### src/rtl/dag_log_sched.sv
// dag_log_sched: two-requester round-robin front end feeding one shared logic DAG
// (result = (a|b) & ((a|b)^b)), with a registered, back-pressurable response.
//
// Ports:
//   clock       - rising-edge clock for all state
//   reset_n     - asynchronous active-low reset
//   req_valid   - per-requester request valid (bit i = requester i)
//   req_a/req_b - operands, requester i in bits [i*BITS +: BITS]
//   req_ready   - one-hot accept strobe, high only in IDLE on a grant
//   resp_valid  - result held and valid (RESP state)
//   resp_ready  - consumer accepts result
//   resp_data   - DAG result for the granted requester
//   resp_id     - requester that owns resp_data
//   busy        - high in EXEC and RESP
//   op_count    - completed response handshakes, wraps
module dag_log_sched #(
    parameter int unsigned BITS  = 2,
    parameter int unsigned CNT_W = 8
) (
    input  logic                clock,
    input  logic                reset_n,
    input  logic [1:0]          req_valid,
    input  logic [2*BITS-1:0]   req_a,
    input  logic [2*BITS-1:0]   req_b,
    output logic [1:0]          req_ready,
    output logic                resp_valid,
    input  logic                resp_ready,
    output logic [BITS-1:0]     resp_data,
    output logic                resp_id,
    output logic                busy,
    output logic [CNT_W-1:0]    op_count
);

    typedef enum logic [1:0] {
        StIdle,
        StExec,
        StResp
    } state_e;

    state_e            r_state;
    state_e            w_state_next;

    logic              r_last;       // last granted requester
    logic [BITS-1:0]   r_a;
    logic [BITS-1:0]   r_b;
    logic              r_id;
    logic [BITS-1:0]   r_data;
    logic              r_resp_id;
    logic [CNT_W-1:0]  r_count;

    logic              w_grant_any;
    logic              w_grant_id;
    logic              w_grant;
    logic              w_hs;
    logic [BITS-1:0]   w_sel_a;
    logic [BITS-1:0]   w_sel_b;
    logic [BITS-1:0]   w_t1;
    logic [BITS-1:0]   w_t2;
    logic [BITS-1:0]   w_result;

    // Round-robin: on contention favour the requester not granted last;
    // a lone requester wins regardless of the pointer.
    always_comb begin
        w_grant_any = |req_valid;
        if (&req_valid) begin
            w_grant_id = ~r_last;
        end else begin
            w_grant_id = req_valid[1];
        end
    end

    assign w_sel_a = w_grant_id ? req_a[2*BITS-1:BITS] : req_a[BITS-1:0];
    assign w_sel_b = w_grant_id ? req_b[2*BITS-1:BITS] : req_b[BITS-1:0];

    // The single shared DAG evaluation, fed only from latched operands.
    assign w_t1     = r_a | r_b;
    assign w_t2     = w_t1 ^ r_b;
    assign w_result = w_t1 & w_t2;

    always_comb begin
        w_state_next = r_state;
        req_ready    = 2'b00;
        resp_valid   = 1'b0;
        busy         = 1'b0;
        w_grant      = 1'b0;
        w_hs         = 1'b0;
        unique case (r_state)
            StIdle: begin
                // reset_n gating keeps req_ready low while reset is held.
                if (w_grant_any && reset_n) begin
                    w_grant      = 1'b1;
                    req_ready    = w_grant_id ? 2'b10 : 2'b01;
                    w_state_next = StExec;
                end
            end
            StExec: begin
                busy         = 1'b1;
                w_state_next = StResp;
            end
            StResp: begin
                busy       = 1'b1;
                resp_valid = 1'b1;
                if (resp_ready) begin
                    w_hs         = 1'b1;
                    w_state_next = StIdle;
                end
            end
            default: begin
                w_state_next = StIdle;
            end
        endcase
    end

    always_ff @(posedge clock or negedge reset_n) begin
        if (!reset_n) begin
            r_state   <= StIdle;
            r_last    <= 1'b1;
            r_a       <= '0;
            r_b       <= '0;
            r_id      <= 1'b0;
            r_data    <= '0;
            r_resp_id <= 1'b0;
            r_count   <= '0;
        end else begin
            r_state <= w_state_next;
            if (w_grant) begin
                r_a    <= w_sel_a;
                r_b    <= w_sel_b;
                r_id   <= w_grant_id;
                r_last <= w_grant_id;
            end
            if (r_state == StExec) begin
                r_data    <= w_result;
                r_resp_id <= r_id;
            end
            if (w_hs) begin
                r_count <= r_count + CNT_W'(1);
            end
        end
    end

    assign resp_data = r_data;
    assign resp_id   = r_resp_id;
    assign op_count  = r_count;

endmodule
### config.mk
export PLATFORM = sky130hd
export DESIGN_NAME = dag_log_sched
export DESIGN_NICKNAME = d
export VERILOG_FILES = /design/src/rtl/dag_log_sched.sv
export SDC_FILE = /design/constraint.sdc
export NUM_CORES = 1
export LEC_CHECK = 0
export CAP_MARGIN = 0
export CORE_UTILIZATION = 48
export DETAILED_ROUTE_END_ITERATION = 7
export HOLD_SLACK_MARGIN = 0.15
export PLACE_DENSITY = 0.87
export REMOVE_ABC_BUFFERS = 1
export SLEW_MARGIN = 20
export SYNTH_ARGS = -nofsm -noshare
export SYNTH_HDL_FRONTEND = slang
export SYNTH_SLANG_ARGS = --single-unit
### constraint.sdc
create_clock -name clock -period 3.1 [get_ports clock]
set_clock_uncertainty 0.15 [all_clocks]
set_input_delay 0.62 -clock clock [delete_from_list [all_inputs] [get_ports clock]]
set_output_delay 0.62 -clock clock [all_outputs]
set_load 0.03 [all_outputs]
# ---- Yosys cells after proc, flatten, opt, wreduce, memory -nomap -nowiden
# Index checks and enable logic that the tools add are counted.
dict set report word_totals {
  ff_bits 19
  latchBits 0
  ramBits 0
  rom_bits 0
  output_inout_bits 15
  n_memories 0
}
dict set report op_classes {
  n_addsub 1
  n_mul 0
  n_div 0
  order_cmp 0
  eq_ne 4
  shifts 0
  n_mux 15
  bitwise 4
  n_reduce_logical 6
}
# operator count
set op_table {}
lappend op_table {{2-bit two-way mux} 7}
lappend op_table {{8-bit by 1-bit adder with 8-bit output (second input constant)} 1}
lappend op_table {{1-bit two-way mux} 7}
lappend op_table {{2-bit one-hot mux with 3 select lines} 1}
lappend op_table {{2-bit != test (second input constant)} 2}
lappend op_table {{2-bit AND reduction} 2}
lappend op_table {{2-bit OR reduction} 2}
lappend op_table {{2-bit AND} 1}
lappend op_table {{2-bit by 1-bit equality test with 1-bit output (second input constant)} 1}
lappend op_table {{2-bit equality test (second input constant)} 1}
lappend op_table {{2-bit zero test} 1}
lappend op_table {{2-bit OR} 1}
lappend op_table {{2-bit bitwise XOR} 1}
lappend op_table {{1-bit logical AND} 1}
lappend op_table {{1-bit inverter} 1}

# ---- Longest topological paths before layout
dict set report logic_depth {
  ltp_word 5
  depth_mapped 6
}

# ---- Worst setup path before layout
# OpenSTA, ideal clock, no wires.
dict set report synth_timing {
  kind {register to output}
  start {reg r_state[0]}
  end {out req_ready[0]}
  arrival_time_ps 1355
  t_required_ps 2330
  slack_ps 975
  path_stages_with_launch 6
  path_cell_list {dfrtp_1 inv_1 ha_1 o211ai_2 buf_2 nor2_1}
}
dict set report synth_via {
  elab_chain_cells 2
}
# item line
set synth_lines {}
lappend synth_lines {{start: declaration} 40} ;# state_e r_state;
lappend synth_lines {{start signal: assignment} 116} ;# r_state <= StIdle;
lappend synth_lines {{start signal: assignment} 125} ;# r_state <= w_state_next;
lappend synth_lines {{2-bit zero test} 87} ;# unique case (r_state)
lappend synth_lines {{2-bit two-way mux} 87}
lappend synth_lines {{end: declaration} 25} ;# output logic [1:0] req_ready,
# Every way passes these cells.

# ---- Worst setup path after layout
dict set report layout_timing {
  start {in req_valid[1]}
  end {out req_ready[1]}
}
dict set report layout_via {
  elab_chain_cells 5
  elab_cells_between_ends 7
}
# item line
set layout_lines {}
lappend layout_lines {{start: declaration} 22} ;# input logic [1:0] req_valid,
lappend layout_lines {{2-bit AND reduction} 65} ;# if (&req_valid) begin
lappend layout_lines {{1-bit two-way mux} 65}
lappend layout_lines {{2-bit two-way mux} 92} ;# req_ready = w_grant_id ? 2'b10 : 2'b01;
lappend layout_lines {{2-bit two-way mux (*)} 90} ;# if (w_grant_any && reset_n) begin
lappend layout_lines {{2-bit two-way mux (*)} 87}
# Every way passes the cells marked *; elsewhere a longest branch is shown, timed or not.

==> flow_summary.toml <==
[cts]
cts_setup_buffers = 0
cts_buffers = 3
path_clk_slew_ns = 0.11
cts_resized = 0
clkLatencyLatePin_ns = 0.29
cts_max_level = 1
cts_tree = "done"
cts.sinks = 19
clockBufferDepth = 2
root_buffer = "clkbuf_4"
postCtsHoldBufs = 0

[place]
dp_cells = 129
pre_cts_ws_ns = 0.394
io_buffers = 27
placed_cell_area_sq_um = 1190
gp_congestion = 0.808

[setup_path]
endpoint_kind = "output port"
worstRegToRegCells = 4
setup.worst_path.end = "req_ready[1]"
r2r-end = "op_count[1]$_DFFE_PN0P_"
crit_arrival_ns = 1.95
r2r_start = "r_state[0]$_DFFE_PN0P_"
r2r_setup_slack_ns = 1.48
cp_max_fo = 6
crit_start = "req_valid[1]"
cp-start-kind = "primary input"
critical_path_class = "in -> out"
worstPathRequired_ns = 2.33

[logic_synthesis]
avgSynthCellArea_sq_um = 11.5
yosys.cell_types.count = 24
yosys-top-cells-count = "dfrtp_1, nand2_1, xnor2_1"
netlist_area_sq_um = 900
synth_top_area_cell = "dfrtp_1"
async_flop_share = 1.00
synthCells = 78
yosysSeqAreaShare = 0.530
synth_top_area_share = 0.501
synth_most_common_cell = "dfrtp_1"
synth_edf_count = 0
synthTopCellsByArea = "dfrtp_1, ha_1, xnor2_1"
ys_ff_latch = 19
ys_warn_count = 0
synth_ff_type = "dfrtp_1"

[grt]
first_global_vias = 591
grt_pass1_wl_um = 2520
gr-total-overflow = 0
grt_use_total = 0.173
antenna_found_initial = 0
grt_max_degree = 20

[drt]
drt-total-wl_um = 1600
drtAntennaViolNets = 0
drt_iter0_markers = 14
first_pass_iters = 4
wl_per_cell_um = 12.0
route.detailed.drc = 0
vias_per_cell = 4.98
via_count = 662

[timing]
tns_ns = 0
hold_slack_ns = 0.328
fin_crit_sh = 0.876
clock.fmax_ghz = 0.368
tightest_slew_ns = 0.497
finalSetupViolCount = 0
finalHoldViolCount = 0
layout_setup_ws_ns = 0.384
rsz0062_at_grt = "no"
fin_crit_ns = 2.72
relSlewSlack = 0.668
slew_viol_final = 0

[finish]
multi_input_area_sq_um = 394
final.fill_count = 134
fin_area_sq_um = 1220
stdcell_count = 133
drive_gt1_frac = 0.120
antenna-diode-count = 0
finalNetCount = 127
syn_to_final_growth_pct = 35.6
seq_area_sq_um = 477

[run_status]
outcome = "finished clean"

[floorplan]
rows = 15
initial_core_util = 0.515
dieWidth_um = 45.3
ioPinCount = 28
die_h_um = 45.3
die_area_sq_um = 2050
fp.coreArea_sq_um = 1750

[worst_hold_path]
hp-start = "op_count[7]$_DFFE_PN0P_"
hp-class = "reg -> reg"

[power_and_ir_drop]
p_leak_nw = 0.553
max-vdd-ir-drop_mv = 0.556
power_density_nw_per_um2 = 849

[run]
drv_cap = 0
## cells by family after synthesis
kind of cell             synth area share
AO/OA/AOI/OAI                       0.100
XOR/XNOR                           0.0682
adder cells (fa/ha/maj)            0.0695
buffers and inverters              0.0320
flip-flops                          0.530
multiplexers                       0.0821
AND/OR/NAND/NOR                     0.118
## placed cells by master (no fill, tap or decap), drive strengths merged
master	instances
o22ai	1
nand4	4
xnor2	6
buf	3
nand3b	2
o211ai	1
mux2	3
mux2i	4
clkdlybuf4s50	25
and3	2
nor2b	1
xor2	1
a21boi	1
clkbuf	4
nor2	1
inv	5
dfrtp	18
o21ai	7
dfstp	1
o2111ai	1
nand2	10
a21oi	1
ha	5
and2	1
## power breakdown
part / leakage (nW) / internal (W) / total (W) / switching, W
Sequential: 0.243 / 0.000344 / 0.000411 / 0.0000664
Clock: 0.0150 / 0.0000500 / 0.000126 / 0.0000762
Combinational: 0.295 / 0.000221 / 0.000499 / 0.000278
Total: 0.553 / 0.000615 / 0.00104 / 0.000420
## final cells by class
cell class	count	share of cell area
Tap cell	25	0.0256
Inverter	5	0.0154
Clock buffer	4	0.0215
Multi-Input combinational cell	52	0.323
Timing Repair Buffer	28	0.224
Sequential cell	19	0.391
## how the worst min path moves through the flow
| stage | to | slack, ns | cells after the start |
|---|---|---|---|
| final | op_count[7]$_DFFE_PN0P_ | 0.33 | 1 |
| after global routing | op_count[7]$_DFFE_PN0P_ | 0.34 | 1 |
| after CTS | op_count[7]$_DFFE_PN0P_ | 0.33 | 1 |
| after detailed placement | op_count[7]$_DFFE_PN0P_ | 0.31 | 1 |
| after global placement | op_count[7]$_DFFE_PN0P_ | 0.31 | 1 |
| after floorplan | op_count[0]$_DFFE_PN0P_ | 0.17 | 0 |
## state kept, by name, indices dropped and copies added (netlist names)
name	count
op_count	8
r_a	2
r_b	2
r_id	1
r_last	1
r_state	2
resp_data	2
resp_id	1
## worst max-delay path: stages
cell,delay [ns]
clkdlybuf4s50_1,0.54
a21boi_4,0.31
o2111ai_1,0.21
inv_1,0.11
buf_4,0.16
## stage by stage
stage | total power [W] | utilization
2_1_floorplan | 0.000729 | -
4_1_cts | 0.00104 | 0.699
5_1_grt | 0.00110 | 0.699
3_5_place_dp | 0.000918 | 0.684
6_report | 0.00104 | 0.699
3_3_place_gp | 0.000903 | 0.684
## per-layer routing
layer  track usage  wire length, um  vias up
met2         0.278              840       12
met5             0                0        -
met1         0.225              728      319
li1              -                -      329
met4        0.0727                8        0
met3        0.0360               24        2
(Power assumes the default switching activity.)
